**src/rtl/uart_rx_async_pkg.sv**
```systemverilog
// Shared UART receive definitions: FSM state encoding, oversample ratio and parity helper.
package uart_rx_async_pkg;

    localparam int unsigned OVERSAMPLE = 16;

    typedef enum logic [2:0] {
        ST_IDLE   = 3'd0,
        ST_START  = 3'd1,
        ST_DATA   = 3'd2,
        ST_PARITY = 3'd3,
        ST_STOP   = 3'd4
    } rx_state_e;

    // Expected parity bit for a data word: even parity when odd == 0.
    function automatic logic parity_of(input logic [7:0] data, input logic odd);
        return (^data) ^ odd;
    endfunction

endpackage

```
**src/rtl/uart_rx_sync.sv**
```systemverilog
// Metastability synchroniser for the asynchronous rx line; presets to idle-high.
module uart_rx_sync #(
    parameter int unsigned SYNC_STAGES = 2
) (
    input  logic clk,
    input  logic reset_n,
    input  logic rx,
    output logic rx_s
);

    logic [SYNC_STAGES-1:0] sync_d;
    logic [SYNC_STAGES-1:0] sync_q;

    // Shift the raw line one stage deeper each clock.
    always_comb begin
        sync_d = {sync_q[SYNC_STAGES-2:0], rx};
    end

    // Synchroniser flops, reset to the idle line level.
    always_ff @(posedge clk or negedge reset_n) begin
        if (!reset_n) begin
            sync_q <= '1;
        end else begin
            sync_q <= sync_d;
        end
    end

    assign rx_s = sync_q[SYNC_STAGES-1];

endmodule

```
**src/rtl/uart_rx_async.sv**
```systemverilog
// UART receive engine driven by a 16x baud strobe: start validation, 7/8-bit deserialisation,
// optional parity, stop check and a ready/overflow handshake towards the host.
module uart_rx_async
    import uart_rx_async_pkg::*;
#(
    parameter int unsigned SYNC_STAGES = 2,
    parameter int unsigned MID_SAMPLE  = 7
) (
    input  logic       clk,
    input  logic       reset_n,
    input  logic       baud_clock,
    input  logic       rx,
    input  logic       bit8,
    input  logic       parity_en,
    input  logic       odd_n_even,
    input  logic       read_rx_byte,
    output logic [7:0] rx_byte,
    output logic       rx_ready,
    output logic       parity_err,
    output logic       framing_err,
    output logic       overflow,
    output logic       rx_idle
);

    localparam logic [3:0] MID      = 4'(MID_SAMPLE);
    localparam logic [3:0] TICK_MAX = 4'(OVERSAMPLE - 1);

    logic       rx_s;
    logic       mid_s;
    logic [3:0] tick_inc_s;
    logic [2:0] last_bit_s;

    rx_state_e  state_d,     state_q;
    logic [3:0] tick_cnt_d,  tick_cnt_q;
    logic [2:0] bit_cnt_d,   bit_cnt_q;
    logic [7:0] shift_d,     shift_q;
    logic       cfg_bit8_d,  cfg_bit8_q;
    logic       cfg_par_d,   cfg_par_q;
    logic       cfg_odd_d,   cfg_odd_q;
    logic       par_bad_d,   par_bad_q;
    logic       stop_bit_d,  stop_bit_q;
    logic       done_d,      done_q;
    logic       idle_d,      idle_q;

    logic [7:0] rx_byte_d,     rx_byte_q;
    logic       rx_ready_d,    rx_ready_q;
    logic       parity_err_d,  parity_err_q;
    logic       framing_err_d, framing_err_q;
    logic       overflow_d,    overflow_q;

    uart_rx_sync #(.SYNC_STAGES(SYNC_STAGES)) u_sync (
        .clk     (clk),
        .reset_n (reset_n),
        .rx      (rx),
        .rx_s    (rx_s)
    );

    assign mid_s      = (tick_cnt_q == MID);
    assign tick_inc_s = (tick_cnt_q == TICK_MAX) ? 4'd0 : tick_cnt_q + 4'd1;
    assign last_bit_s = cfg_bit8_q ? 3'd7 : 3'd6;

    // Frame FSM next state; everything except done holds between baud ticks.
    always_comb begin
        state_d    = state_q;
        tick_cnt_d = tick_cnt_q;
        bit_cnt_d  = bit_cnt_q;
        shift_d    = shift_q;
        cfg_bit8_d = cfg_bit8_q;
        cfg_par_d  = cfg_par_q;
        cfg_odd_d  = cfg_odd_q;
        par_bad_d  = par_bad_q;
        stop_bit_d = stop_bit_q;
        done_d     = 1'b0;
        if (baud_clock) begin
            tick_cnt_d = tick_inc_s;
            case (state_q)
                ST_IDLE: begin
                    tick_cnt_d = 4'd0;
                    if (!rx_s) begin
                        state_d = ST_START;
                    end else begin
                        state_d = ST_IDLE;
                    end
                end
                ST_START: begin
                    if (mid_s && rx_s) begin
                        state_d = ST_IDLE;
                    end else if (mid_s) begin
                        state_d    = ST_DATA;
                        bit_cnt_d  = 3'd0;
                        shift_d    = 8'd0;
                        par_bad_d  = 1'b0;
                        cfg_bit8_d = bit8;
                        cfg_par_d  = parity_en;
                        cfg_odd_d  = odd_n_even;
                    end else begin
                        state_d = ST_START;
                    end
                end
                ST_DATA: begin
                    if (mid_s) begin
                        shift_d[bit_cnt_q] = rx_s;
                        if (bit_cnt_q == last_bit_s) begin
                            state_d = cfg_par_q ? ST_PARITY : ST_STOP;
                        end else begin
                            bit_cnt_d = bit_cnt_q + 3'd1;
                        end
                    end else begin
                        state_d = ST_DATA;
                    end
                end
                ST_PARITY: begin
                    if (mid_s) begin
                        par_bad_d = (rx_s != parity_of(shift_q, cfg_odd_q));
                        state_d   = ST_STOP;
                    end else begin
                        state_d = ST_PARITY;
                    end
                end
                ST_STOP: begin
                    if (mid_s) begin
                        stop_bit_d = rx_s;
                        done_d     = 1'b1;
                        state_d    = ST_IDLE;
                    end else begin
                        state_d = ST_STOP;
                    end
                end
                default: begin
                    state_d = ST_IDLE;
                end
            endcase
        end else begin
            state_d = state_q;
        end
        idle_d = (state_d == ST_IDLE);
    end

    // Frame FSM and datapath registers.
    always_ff @(posedge clk or negedge reset_n) begin
        if (!reset_n) begin
            state_q    <= ST_IDLE;
            tick_cnt_q <= 4'd0;
            bit_cnt_q  <= 3'd0;
            shift_q    <= 8'd0;
            cfg_bit8_q <= 1'b0;
            cfg_par_q  <= 1'b0;
            cfg_odd_q  <= 1'b0;
            par_bad_q  <= 1'b0;
            stop_bit_q <= 1'b1;
            done_q     <= 1'b0;
            idle_q     <= 1'b1;
        end else begin
            state_q    <= state_d;
            tick_cnt_q <= tick_cnt_d;
            bit_cnt_q  <= bit_cnt_d;
            shift_q    <= shift_d;
            cfg_bit8_q <= cfg_bit8_d;
            cfg_par_q  <= cfg_par_d;
            cfg_odd_q  <= cfg_odd_d;
            par_bad_q  <= par_bad_d;
            stop_bit_q <= stop_bit_d;
            done_q     <= done_d;
            idle_q     <= idle_d;
        end
    end

    // Host-facing status: completion loads data/errors; a read in the same clk suppresses overflow.
    always_comb begin
        rx_byte_d     = rx_byte_q;
        rx_ready_d    = rx_ready_q;
        parity_err_d  = parity_err_q;
        framing_err_d = framing_err_q;
        overflow_d    = overflow_q;
        if (done_q) begin
            rx_byte_d     = shift_q;
            parity_err_d  = cfg_par_q & par_bad_q;
            framing_err_d = ~stop_bit_q;
            rx_ready_d    = 1'b1;
            if (rx_ready_q && !read_rx_byte) begin
                overflow_d = 1'b1;
            end else if (rx_ready_q) begin
                overflow_d = 1'b0;
            end else begin
                overflow_d = overflow_q;
            end
        end else if (read_rx_byte && rx_ready_q) begin
            rx_ready_d = 1'b0;
            overflow_d = 1'b0;
        end else begin
            rx_ready_d = rx_ready_q;
        end
    end

    // Host-facing status registers.
    always_ff @(posedge clk or negedge reset_n) begin
        if (!reset_n) begin
            rx_byte_q     <= 8'd0;
            rx_ready_q    <= 1'b0;
            parity_err_q  <= 1'b0;
            framing_err_q <= 1'b0;
            overflow_q    <= 1'b0;
        end else begin
            rx_byte_q     <= rx_byte_d;
            rx_ready_q    <= rx_ready_d;
            parity_err_q  <= parity_err_d;
            framing_err_q <= framing_err_d;
            overflow_q    <= overflow_d;
        end
    end

    assign rx_byte     = rx_byte_q;
    assign rx_ready    = rx_ready_q;
    assign parity_err  = parity_err_q;
    assign framing_err = framing_err_q;
    assign overflow    = overflow_q;
    assign rx_idle     = idle_q;

endmodule

```
**config.mk**
```make
export PLATFORM = sky130hd
export DESIGN_NAME = uart_rx_async
export DESIGN_NICKNAME = d
export VERILOG_FILES = /design/src/rtl/uart_rx_async_pkg.sv /design/src/rtl/uart_rx_sync.sv /design/src/rtl/uart_rx_async.sv
export SDC_FILE = /design/constraint.sdc
export NUM_CORES = 1
export LEC_CHECK = 0
export BUFFER_PORTS_ARGS = -buffer_cell sky130_fd_sc_hd__buf_2
export CORE_ASPECT_RATIO = 0.5
export CORE_MARGIN = 8
export CORE_UTILIZATION = 58
export CTS_BUF_LIST = sky130_fd_sc_hd__clkbuf_4 sky130_fd_sc_hd__clkbuf_8 sky130_fd_sc_hd__clkbuf_16
export DETAILED_ROUTE_END_ITERATION = 8
export GPL_TIMING_DRIVEN = 0
export PLACE_DENSITY = 0.9
export SYNTH_ARGS = -nofsm -noshare
export SYNTH_HDL_FRONTEND = slang
export SYNTH_SLANG_ARGS = --single-unit
export TNS_END_PERCENT = 100
```
**constraint.sdc**
```tcl
create_clock -name clk -period 2.21 [get_ports clk]
set_clock_uncertainty 0.05 [all_clocks]
set_input_delay 0.442 -clock clk [delete_from_list [all_inputs] [get_ports clk]]
set_output_delay 0.442 -clock clk [all_outputs]
set_load 0.01 [all_outputs]
```
* Word-level counts from Yosys, hierarchy flattened
Cells that the tools add are included.
** Storage, ports and cells
- Flip-flop bits (word level) :: 39
- Output and inout port bits :: 13
** Operators by class
- Add/sub/neg operators :: 2
- Magnitude comparators :: 2
- Eq/ne operators :: 14
- Multiplexer cells :: 37
- Bitwise gates (word level) :: 4
- Reduce and logical (&&, ||, !) cells :: 17
** Operators by type and width (count)
- 3-bit two-way mux :: 10
- 8-bit two-way mux :: 3
- 8-bit case mux with 2 select lines :: 1
- 3-bit case mux with 5 select lines :: 1
- 1-bit two-way mux :: 14
- 2-bit inequality test (second input constant) :: 5
- 5-bit AND reduction :: 2
- 8-bit bitwise mux :: 1
- 4-bit two-way mux :: 2
- 8-bit parity :: 1
- 3-bit by 2-bit == test with 1-bit output (second input constant) :: 2
- 3-bit logical NOT :: 2
- 3-bit case mux with 2 select lines :: 1
- 6-bit AND reduction :: 1
- 2-bit nonzero test :: 3
- 4-bit by 1-bit adder with 4-bit output (second input constant) :: 1
- 4-bit by 3-bit == test with 1-bit output (second input constant) :: 1
- 4-bit == test (second input constant) :: 1
- 1-bit logical AND :: 4
- 3-bit by 4-bit less-than comparator with 1-bit output (second input constant) :: 1
- 2-bit two-way mux :: 2
- 4-bit AND reduction :: 1
- 3-bit by 1-bit adder with 3-bit output (second input constant) :: 1
- 1-bit demux with 3-bit select :: 1
- other kinds (13) :: 14

* Logic depth before layout (Yosys ltp)
Gate-level depths: netlist of the first run.
- Depth after elaboration :: 7
- Mapped depth :: 6

* Modules after synthesis
From an unflattened synthesis of the first run, not the netlist that was laid out.
** Second synthesis, totals
- Cells, all modules :: 179
- Area total of the unflattened synthesis :: 1956.9 sq um
** Modules (own cells, without submodules)
- uart_rx_async :: instances 1, cells an instance 177, area each 1904.3 sq um
- uart_rx_sync :: instances 1, cells an instance 2, area each 52.6 sq um

* Worst setup path after synthesis of the first run
No wires, ideal clock.
- Path kind :: flip-flop to flip-flop
- Start :: register tick_cnt_q[0]
- End :: register bit_cnt_q[2]
- Data arrival time :: 1.450 ns
- Data required time :: 2.039 ns
- Path slack :: 0.589 ns
- Cell stages (with the launch flop) :: 7
- Buffers on the path :: 1
- Clock period less this slack :: 1.621 ns
- Cell sequence :: dfrtp_1 > ha_1 > and3b_2 > o211ai_2 > buf_2 > nor2_1 > o22a_1
** Between the ends
- Cells in the longest elaborated chain, start to end :: 4
- Elaborated cells between the ends (all ways) :: 6
- Those cells by class :: eq/ne (4); reduce/logical (2)
** Ends and longest elaborated chain
- start, declared :: RTL line uart_rx_async.sv:34 : logic [3:0] tick_cnt_d, tick_cnt_q;
- start signal, assigned :: RTL line uart_rx_async.sv:155 : tick_cnt_q <= tick_cnt_d;
- 4-bit by 3-bit == test with 1-bit output * :: RTL line uart_rx_async.sv:58 : assign mid_s = (tick_cnt_q == MID);
- 1-bit logical AND :: RTL line uart_rx_async.sv:86 : if (mid_s && rx_s) begin
- 2-bit inequality test (no source line)
- 6-bit AND reduction (no source line) *
- end signal, assigned :: RTL line uart_rx_async.sv:156 : bit_cnt_q <= bit_cnt_d;
- end, declared :: RTL line uart_rx_async.sv:35 : logic [2:0] bit_cnt_d, bit_cnt_q;
Every way passes the cells marked *; elsewhere a longest branch is shown, timed or not.
A chain may end at the register's enable or synchronous reset.

* Worst setup path after layout of the first run
- Start :: register tick_cnt_q[0]
- End :: register par_bad_q
** Between the ends
- Cells in the longest elaborated chain, start to end :: 4
- Elaborated cells between the ends (all ways) :: 6
- Those cells by class :: eq/ne (4); reduce/logical (2)
** Ends and longest elaborated chain
- 4-bit by 3-bit == test with 1-bit output * :: RTL line uart_rx_async.sv:58
- 1-bit logical AND :: RTL line uart_rx_async.sv:86
- 2-bit inequality test (no source line)
- 5-bit AND reduction (no source line) *
- end signal, assigned :: RTL line uart_rx_async.sv:161 : par_bad_q <= par_bad_d;
- end, declared :: RTL line uart_rx_async.sv:40 : logic par_bad_d, par_bad_q;
Marked as above.

==> metrics, run 1 <==
Chip Width=98.6 um; Setup TNS=0 ns; synthesized area per cell=11.4 um2; #FFs+latches synth=39; post-synthesis net count=~180; most frequent cell after synthesis=dfrtp_1; Syn Std Cell Area=1980 um2; post-CTS setup buffers=0; initial core utilization=0.590; Crit Path Class=reg -> reg; Arrival @ worst endpoint=1.98 ns; post-synthesis mux area share=0.0790; Layout Area Growth over Synthesis=11.9%; post-synth cell types=53; Routed WL=3.78 mm; vias per cell=5.87; worst-skew pair later-pin latency=0.29 ns; status=finished clean; fin. max-slew vios=0; CP Capture Type=register; DR WL/cell=15.6 um; Slew Limit Headroom=0.447; DRC violations left=0; Post-CTS Hold Buffers=0; dominant cells by area after synthesis=dfrtp_1, mux2_2, dfstp_2, xnor2_1, o21ai_1; fin crit share=0.838; # clock sinks=39; maxcap violations=0; Max VDD drop=0.000320 V; largest family of logic cells by synthesized area=compound AO/OA/AOI/OAI gates; YS warnings=0; Final Hold Fails=0; crit path time final=1.85 ns; Die H=57.3 um; adder-cell area share of the yosys netlist=0.0126; Tightest Pin Transition=~0.83 ns; CTS tree=yes; hpwl dp=2.75 mm; crit path max fanout=6; Hold Path Class=in -> async; Layout Nets=210; first-pass GRT wire length=6.21 mm; Startpoint Class=register; Final Cell Area=between 2000 and 2500 um2; GP Congestion=0.887; Post-CTS Resized=0; Synth Area in XOR/XNOR=0.0467; RSZ-0062 raised after global routing=no; clk root buf=clkbuf_8; ys flop type=dfrtp_1; Post-synth ARST share=1.00; layout cell share with drive strength beyond 1=0.328; clk buf depth=2; Worst Path Required=around 2.3 ns; GR Util All Layers=0.140; core footprint=3360 um2; leakage=1.03 nW; Yosys top cell by area=dfrtp_1; Core Rows=15; GRT overflow=0; PortBufs=19; initial antenna violation count=0; number of flops mapped to enable cells by yosys=0; cells after synthesis=~170; H-tree levels=2; post-synth top area share=0.442; drt pass-1 iters=4; Num CTS Buffers=5; vias in the first global route=1,355; initial detailed-routing violation count=75; Hold Slack=~0.19 ns; largest net degree at the start of global routing=40; fmax=about 540 MHz; Simple-Gate Fraction of Synth Area=0.147; most frequent cells after synthesis=dfrtp_1, mux2_2, o21ai_1, nand2_1, inv_1; PwrDens=875 nW/um2; Ports=21; Final setup viols=0; post-synthesis sequential area ratio=0.495; clock-pin slew of the registers on the worst-case setup and hold paths=approximately 0.070 ns; Cell Area, Placed=2130 um2; DRT antenna net count=0; full die area=5650 um2; diode count=0; Compound-Gate Fraction of Synth Area=0.168; via count=1,426
[area by class of cell]
type                            count  area (um2)
Multi-Input combinational cell    115         898
Timing Repair Buffer               19        95.1
Inverter                            9        33.8
Tap cell                           42        52.6
Buffer                             11        67.6
Clock buffer                        7        83.8
Sequential cell                    39         981
Clock inverter                      1        5.00
Fill cell                         237        1140
[critical path, cell delays in order, from the launching register on]
cell	delay, ns
dfrtp_1	0.42
ha_1	0.29
nand3b_2	0.16
nor3_1	0.43
a31oi_1	0.16
a41o_1	0.23
[state kept, by name, indices dropped and copies added, names as in the netlist, 2 cells and up]
register	cells
bit_cnt_q	3
rx_byte	8
shift_q	8
state_q	3
tick_cnt_q	4
u_sync.sync_q	2
[worst paths after layout]
path / start / to / slack [ns] / cells past startpoint
setup / recovery: tick_cnt_q[0] / par_bad_q / 0.36 / 5
hold / removal: reset_n / tick_cnt_q[2] / 0.19 / 1
setup reg to reg: tick_cnt_q[0] / par_bad_q / 0.36 / 5
hold reg to reg: u_sync.sync_q[0] / u_sync.sync_q[1] / 0.31 / 0
max in group asynchronous: reset_n / parity_err / 1.39 / 1
min in group clk: rx / u_sync.sync_q[0] / 0.19 / 1
[layout by cell type (no fill, tap or decap), drive strengths merged, types with 3 or more instances in the layout]
| master | netlist | routed |
|---|---|---|
| dfrtp | 35 | 35 |
| nor2b | 3 | 3 |
| nand3 | 4 | 4 |
| a21oi | 5 | 5 |
| dfstp | 4 | 4 |
| nand2 | 9 | 9 |
| nor2 | 4 | 4 |
| a31oi | 5 | 5 |
| mux2 | 13 | 13 |
| o31ai | 5 | 5 |
| a21o | 3 | 3 |
| nand2b | 4 | 4 |
| xnor2 | 7 | 7 |
| inv | 9 | 9 |
| clkbuf | 1 | 8 |
| nor3 | 4 | 4 |
| o21ai | 19 | 19 |
| nand3b | 3 | 3 |
| buf | 10 | 29 |
[stage by stage]
step / total power (W) / worst slack, ns / util / cells
floorplan: 0.00133 / 0.589 / - / 174
global placement: 0.00142 / 0.481 / 0.634 / 235
detailed placement: 0.00146 / 0.438 / 0.634 / 235
CTS: 0.00195 / 0.385 / 0.660 / 243
global route: 0.00205 / 0.198 / 0.660 / 243
finish: 0.00194 / 0.358 / 0.660 / 243
[routing by layer]
| layer | track usage | vias to the layer above | routed length [um] |
|---|---|---|---|
| met3 | 0.0473 | 10 | 204 |
| li1 | - | 674 | - |
| met2 | 0.235 | 34 | 1970 |
| met5 | 0 | - | 0 |
| met4 | 0.0929 | 0 | 82 |
| met1 | 0.150 | 708 | 1530 |
[logic make-up after synthesis]
group	after synthesis
compound gates	49
simple gates	41
flops	39
buf+inv	20
mux	14
xor+xnor	9
fa+ha+maj	2
[power by group]
group          internal (W)  total, W  switching (W)  leakage [nW]
sequential         0.000796  0.000881      0.0000843         0.505
combinational      0.000256  0.000580       0.000324         0.476
clock              0.000246  0.000480       0.000234        0.0491
total               0.00130   0.00194       0.000642          1.03
Note: power is estimated with default switching activity, not from simulation.
==> run 2: changes to the inputs <==
--- a/config.mk
+++ b/config.mk
@@ -5,6 +5,7 @@
 export SDC_FILE = /design/constraint.sdc
 export NUM_CORES = 1
 export LEC_CHECK = 0
+export ABC_AREA = 1
 export BUFFER_PORTS_ARGS = -buffer_cell sky130_fd_sc_hd__buf_2
 export CORE_ASPECT_RATIO = 0.5
 export CORE_MARGIN = 8
==> constraint.sdc (replaced) <==
create_clock -name clk -period 1.82 [get_ports clk]
set_clock_uncertainty 0.05 [all_clocks]
set_input_delay 0.364 -clock clk [delete_from_list [all_inputs] [get_ports clk]]
set_output_delay 0.364 -clock clk [all_outputs]
set_load 0.01 [all_outputs]
==> run 2 against run 1 <==
Sequential power grew 26%. First-iteration DRC count is 51% higher. Die area is 2.9% higher. Power is 37% higher. Maximum frequency up 5.4%. Critical path type unchanged. Largest cell class unchanged. Highest routed layer unchanged.
==> metrics, run 2 <==
Num CTS Buffers=5 (unchanged); Ports=21 (unchanged); Post-synth ARST share=1.00 (unchanged); vias in the first global route=1,711 (+26%); layout cell share with drive strength beyond 1=0.234 (-0.0943); leakage=1.22 nW (+18%); hpwl dp=3.03 mm (+10%); filler cell count=260 (+9.7%); initial antenna violation count=0 (unchanged); NetSw=0.000872 W (+36%); Clk pwr share=0.333 (+0.086); initial detailed-routing violation count=113 (+51%); #FFs+latches synth=39 (unchanged); worst-skew pair later-pin latency=0.30 ns (about the same); ys flop type=dfrtp_1; status=finished clean; synthesized area per cell=8.12 um2 (-29%); core footprint=3420 um2 (+1.7%); # clock sinks=39 (unchanged); clk root buf=clkbuf_8; Chip Width=100 um (+1.6%); CP Capture Type=register; most common cell after layout, fill and taps aside=nand2_1; Routed WL=4.46 mm (+18%); post-synthesis net count=263 (+43%); DRT antenna net count=0 (unchanged); fin crit share=0.965 (+0.127); critical path buffer and inverter count=0 (unchanged); vias per cell=5.21 (-11%); Core Rows=15 (unchanged); Die H=58.1 um (+1.3%); Final setup viols=0 (unchanged); H-tree levels=2 (unchanged); slowest CP cell=dfrtp_1; dominant cells by area after synthesis=dfrtp_1, nand2_1, inv_1, dfstp_2, o21ai_0; Post-CTS Hold Buffers=0 (unchanged); clock-pin slew of the registers on the worst-case setup and hold paths=0.08 ns (about the same); Max VDD drop=0.000594 V (+86%); number of flops mapped to enable cells by yosys=0 (unchanged); area of the multi-input gates=978 um2 (+8.9%); PortBufs=20 (+1); post-synth cell types=30 (-43%); Layout Cells excl Fill=333 (+37%); Cells after DPL=324 (+38%); clk buf depth=2 (unchanged); Tightest Pin Transition=0.831 ns (+0.00125 ns); most frequent cell after synthesis=nand2_1; Layout Area Growth over Synthesis=17.7%; maxcap violations=0 (unchanged); crit path time final=1.76 ns (-0.0951 ns); largest net degree at the start of global routing=40 (unchanged); post-synthesis sequential area ratio=0.477 (-0.0178); Yosys top cell by area=dfrtp_1; DR WL/cell=13.4 um (-14%); RSZ-0062 raised after global routing=yes; most frequent cells in the layout=nand2_1, dfrtp_1, inv_1; Layout Nets=291 (+39%); via count=1,734 (+22%); Pint=0.00178 W (+38%); cells after synthesis=253 (+45%); most frequent CP cell=nand2_2; Comb pwr share=0.251 (-0.048); Startpoint Class=register; full die area=5820 um2 (+2.9%); fmax=569 MHz (+5.4%); cells along the critical path=ha_2 > nand2_2 > nor2_4 > nand3_2 > nor2_2 > nand2_2 > mux2_2; Arrival @ worst endpoint=1.90 ns (-0.08 ns); Final Hold Fails=0 (unchanged); Worst path max stage delay=0.39 ns (-0.04 ns); Storage cell area=985 um2 (+0.38%); initial core utilization=0.601 (+0.0119); DRC violations left=0 (unchanged); drt pass-1 iters=5 (+1); GR Util All Layers=0.157 (+0.0167); family with the most delay on the worst path=simple AND/OR/NAND/NOR gates; post-synth top area share=0.426 (-0.0159); diode count=0 (unchanged); GRT overflow=0 (unchanged); most frequent cells after synthesis=nand2_1, dfrtp_1, inv_1, o21ai_0, nor2_1; GP Congestion=0.879 (-0.88%); first-pass GRT wire length=7.22 mm (+16%); Hold Path Class=in -> async; crit path max fanout=5 (-1); PwrDens=1100 nW/um2 (+26%); Net Sw Frac=0.328 (-0.00301); Setup TNS=0 ns (unchanged); fin. max-slew vios=0 (unchanged); Crit Path Class=reg -> reg; Syn Std Cell Area=2050 um2 (+3.7%); Worst Path Required=1.96 ns (-0.38 ns); YS warnings=0 (unchanged); Slew Limit Headroom=0.446 (-0.000835); CTS tree=yes; Reg power frac=0.416 (-0.038)
## run 2: changes by cell type after synthesis, moves of 6 or more
cell     delta
xor2_1      +6
mux2_2     -11
nand3_1     +7
o21ai_0    +13
inv_1      +22
o21ai_2     +7
o21ai_1    -12
buf_2       -6
nor2_1     +10
nand2_1    +74
## run 2: logic make-up (layout without fill, tap and decap cells)
group           count (synthesis)  after routing  share of synthesized area
fa+ha+maj                       2              2                     0.0122
buf+inv                        37             66                     0.0676
xor+xnor                        9              9                     0.0384
simple gates                  122            122                      0.267
compound gates                 43             43                      0.132
flops                          39             39                      0.477
mux                             1              1                    0.00548
## run 2: what timing repair did
action	4_1_cts	5_1_grt
pin swaps	1	2
setup endpoints to repair	18	17
hold endpoints to repair	0	0
buffers inserted	1	2
resized for setup	4	11
## run 2: cell type report
class                           instances  share of cell area
Multi-Input combinational cell        177               0.405
Tap cell                               51              0.0264
Clock inverter                          2              0.0248
Sequential cell                        39               0.407
Timing Repair Buffer                   23              0.0507
Inverter                               32              0.0497
Buffer                                  3             0.00466
Clock buffer                            6              0.0316
## run 2: power groups by stage
stage | Sequential (W) | Clock [W] | Combinational [W]
after floorplan | 0.00108 | 0 | 0.000473
after global placement | 0.00109 | 0 | 0.000585
after detailed placement | 0.00109 | 0 | 0.000619
after CTS | 0.00109 | 0.000885 | 0.000634
after global routing | 0.00112 | 0.000912 | 0.000742
final | 0.00111 | 0.000885 | 0.000665
## run 2: worst paths after layout
path	to	slack, ns	depth (start not counted)	startpoint
max	cfg_par_q	0.06	7	tick_cnt_q[0]
min	tick_cnt_q[2]	0.11	1	reset_n
max reg2reg	cfg_par_q	0.06	7	tick_cnt_q[0]
min reg2reg	u_sync.sync_q[1]	0.31	0	u_sync.sync_q[0]
max in group asynchronous	bit_cnt_q[0]	1.03	1	reset_n
min in group clk	u_sync.sync_q[0]	0.11	1	rx
## run 2: per-layer routing
metal	part of all wire	wire (um)	track usage
met1	0.42	1860	0.167
met2	0.49	2180	0.274
met3	0.073	328	0.0465
met4	0.022	97	0.0936
met5	0	0	0
## run 2: metrics by stage
step	hold slack [ns]	total power, W	util	instance area (um2)	setup WS, ns
after detailed placement	0.297	0.00171	0.649	2220	-0.247
after CTS	0.105	0.00261	0.695	2370	0.0318
after global routing	0.102	0.00277	0.708	2420	-0.0723
after global placement	0.296	0.00167	0.649	2220	-0.131
after floorplan	0.0184	0.00156	-	2050	0.102
final	0.106	0.00266	0.708	2420	0.0635
==> run 3: changes to the inputs <==
--- a/config.mk
+++ b/config.mk
@@ -13,7 +13,7 @@
 export CTS_BUF_LIST = sky130_fd_sc_hd__clkbuf_4 sky130_fd_sc_hd__clkbuf_8 sky130_fd_sc_hd__clkbuf_16
 export DETAILED_ROUTE_END_ITERATION = 8
 export GPL_TIMING_DRIVEN = 0
-export PLACE_DENSITY = 0.9
+export PLACE_DENSITY = 0.79
 export SYNTH_ARGS = -nofsm -noshare
 export SYNTH_HDL_FRONTEND = slang
 export SYNTH_SLANG_ARGS = --single-unit
==> constraint.sdc (replaced) <==
create_clock -name clk -period 1.82 [get_ports clk]
set_clock_uncertainty 0.05 [all_clocks]
set_input_delay 0.273 -clock clk [delete_from_list [all_inputs] [get_ports clk]]
set_output_delay 0.273 -clock clk [all_outputs]
set_load 0.01 [all_outputs]
==> run 3 against run 2 <==
Sequential cell count stayed put. Count of clock-buffer cells in the layout stayed put. Critical path depth is the same. First-iteration DRC count is 19% lower. Maximum frequency shrank 0.32%. Sequential power about the same. Combinational power down 4.7%. Final cell count shrank 0.30%. Clock power is 2.3% lower. Sequential share of layout area is 0.50 points higher. Routed wire length down 5.8%. Power down 2.3%. Critical path type unchanged. Largest cell class unchanged. Largest power group unchanged. Highest routed layer unchanged.
==> metrics, run 3 (synthesis results as in run 2) <==
DR WL/cell=12.7 um (-5.5%); Routed WL=4.20 mm (-5.8%); largest net degree at the start of global routing=40 (unchanged); most frequent cells in the layout=nand2_1, dfrtp_1, inv_1; Arrival @ worst endpoint=1.89 ns (about the same); Hold Slack=0.0299 ns (-0.0762 ns); Final Hold Fails=0 (unchanged); via count=1,699 (-2.0%); Layout Nets=290 (-0.34%); worst-skew pair later-pin latency=0.29 ns (about the same); Startpoint Class=register; first-pass GRT wire length=7.10 mm (-1.6%); Max VDD drop=0.000763 V (+28%); Num CTS Buffers=5 (unchanged); critical path buffer and inverter count=0 (unchanged); PortBufs=20 (unchanged); # clock sinks=39 (unchanged); crit path max fanout=5 (unchanged); initial core utilization=0.601 (unchanged); crit path time final=1.76 ns (+0.00562 ns); final core utilization=0.698 (-0.00952); Chip Width=100 um (unchanged); PwrDens=1090 nW/um2 (-1.0%); GR peak layer=met2; total power=0.00259 W (-2.3%); slowest CP cell=dfrtp_1; Ports=21 (unchanged); Tightest Pin Transition=0.837 ns (+0.00593 ns); H-tree levels=2 (unchanged); family with the most delay on the worst path=simple AND/OR/NAND/NOR gates; vias per cell=5.12 (-1.7%); maxcap violations=0 (unchanged); vias in the first global route=1,626 (-5.0%); GRT overflow=0 (unchanged); clk root buf=clkbuf_8; core footprint=3420 um2 (unchanged); Setup TNS=0 ns (unchanged); Core Rows=15 (unchanged); Hold Path Class=in -> async; DRT antenna net count=0 (unchanged); full die area=5820 um2 (unchanged); Slew Limit Headroom=0.442 (-0.00395); fin. max-slew vios=0 (unchanged); GP Congestion=0.806 (-8.3%); Layout Area Growth over Synthesis=16.1%; CP Capture Type=register; leakage=1.22 nW (-0.29%); Post-Place Worst Slack=-0.173 ns (+0.0740 ns); fmax=568 MHz (-0.32%); cells along the critical path=ha_1 > nand2_1 > nor2_4 > nand3_1 > nor2_1 > nand2_2 > mux2_2; CTS tree=yes; hpwl dp=2.90 mm (-4.1%); GR Util All Layers=0.153 (-0.00430); clk buf depth=2 (unchanged); drt pass-1 iters=4 (-1); fin crit share=0.968 (+0.00309); Post-CTS Hold Buffers=0 (unchanged); Worst Path Required=1.95 ns (about the same); met2 Usage GRT=0.245 (-0.0292); diode count=0 (unchanged); clock-pin slew of the registers on the worst-case setup and hold paths=0.07 ns (about the same); layout cell share with drive strength beyond 1=0.210 (-0.0241); met1 Usage GRT=0.179 (+0.0117); status=finished clean; Crit Path Class=reg -> reg; initial antenna violation count=0 (unchanged); Final WS setup=0.0579 ns (-0.00562 ns); Final setup viols=0 (unchanged); Worst path max stage delay=0.39 ns (about the same); Die H=58.1 um (unchanged); grt met3 use=0.0573 (+0.0107); initial detailed-routing violation count=91 (-19%); DRC violations left=0 (unchanged); most common cell after layout, fill and taps aside=nand2_1
## run 3: routing by layer
layer,share of wire,wire length [um]
met5,0,0
met3,0.058,245
met2,0.44,1840
met1,0.49,2040
met4,0.017,72
## run 3: what timing repair did
action	CTS	global route
buffers inserted	1	1
pin swaps	1	1
resized for setup	3	5
setup endpoints to repair	17	15
gates cloned	0	0
## run 3: final cells by class
cell class,count,area [um2]
clock inverters,2,60.1
inverters,32,120
plain buffers,3,11.3
flip-flops and latches,39,983
repair buffers,22,115
fillers,290,1030
multi-input cells,177,955
well taps,51,63.8
clock buffers,6,76.3
## run 3: path summary, 6_finish.rpt
path / to / startpoint / cells past startpoint / slack [ns]
max: cfg_par_q / tick_cnt_q[0] / 7 / 0.06
min: tick_cnt_q[1] / reset_n / 1 / 0.03
max reg2reg: cfg_par_q / tick_cnt_q[0] / 7 / 0.06
min reg2reg: u_sync.sync_q[1] / u_sync.sync_q[0] / 0 / 0.31
max in group asynchronous: state_q[1] / reset_n / 1 / 1.12
min in group clk: u_sync.sync_q[0] / rx / 1 / 0.03
## run 3: through the flow
stage	cells	instance area, um2
after floorplan	253	2050
after CTS	333	2380
after global routing	332	2380
after detailed placement	324	2220
final	332	2380
after global placement	324	2220
## run 3: where the power goes
group / internal, W / switching (W)
clock network: 0.000563 / 0.000302
registers: 0.000982 / 0.000114
logic: 0.000232 / 0.000402
total: 0.00178 / 0.000818
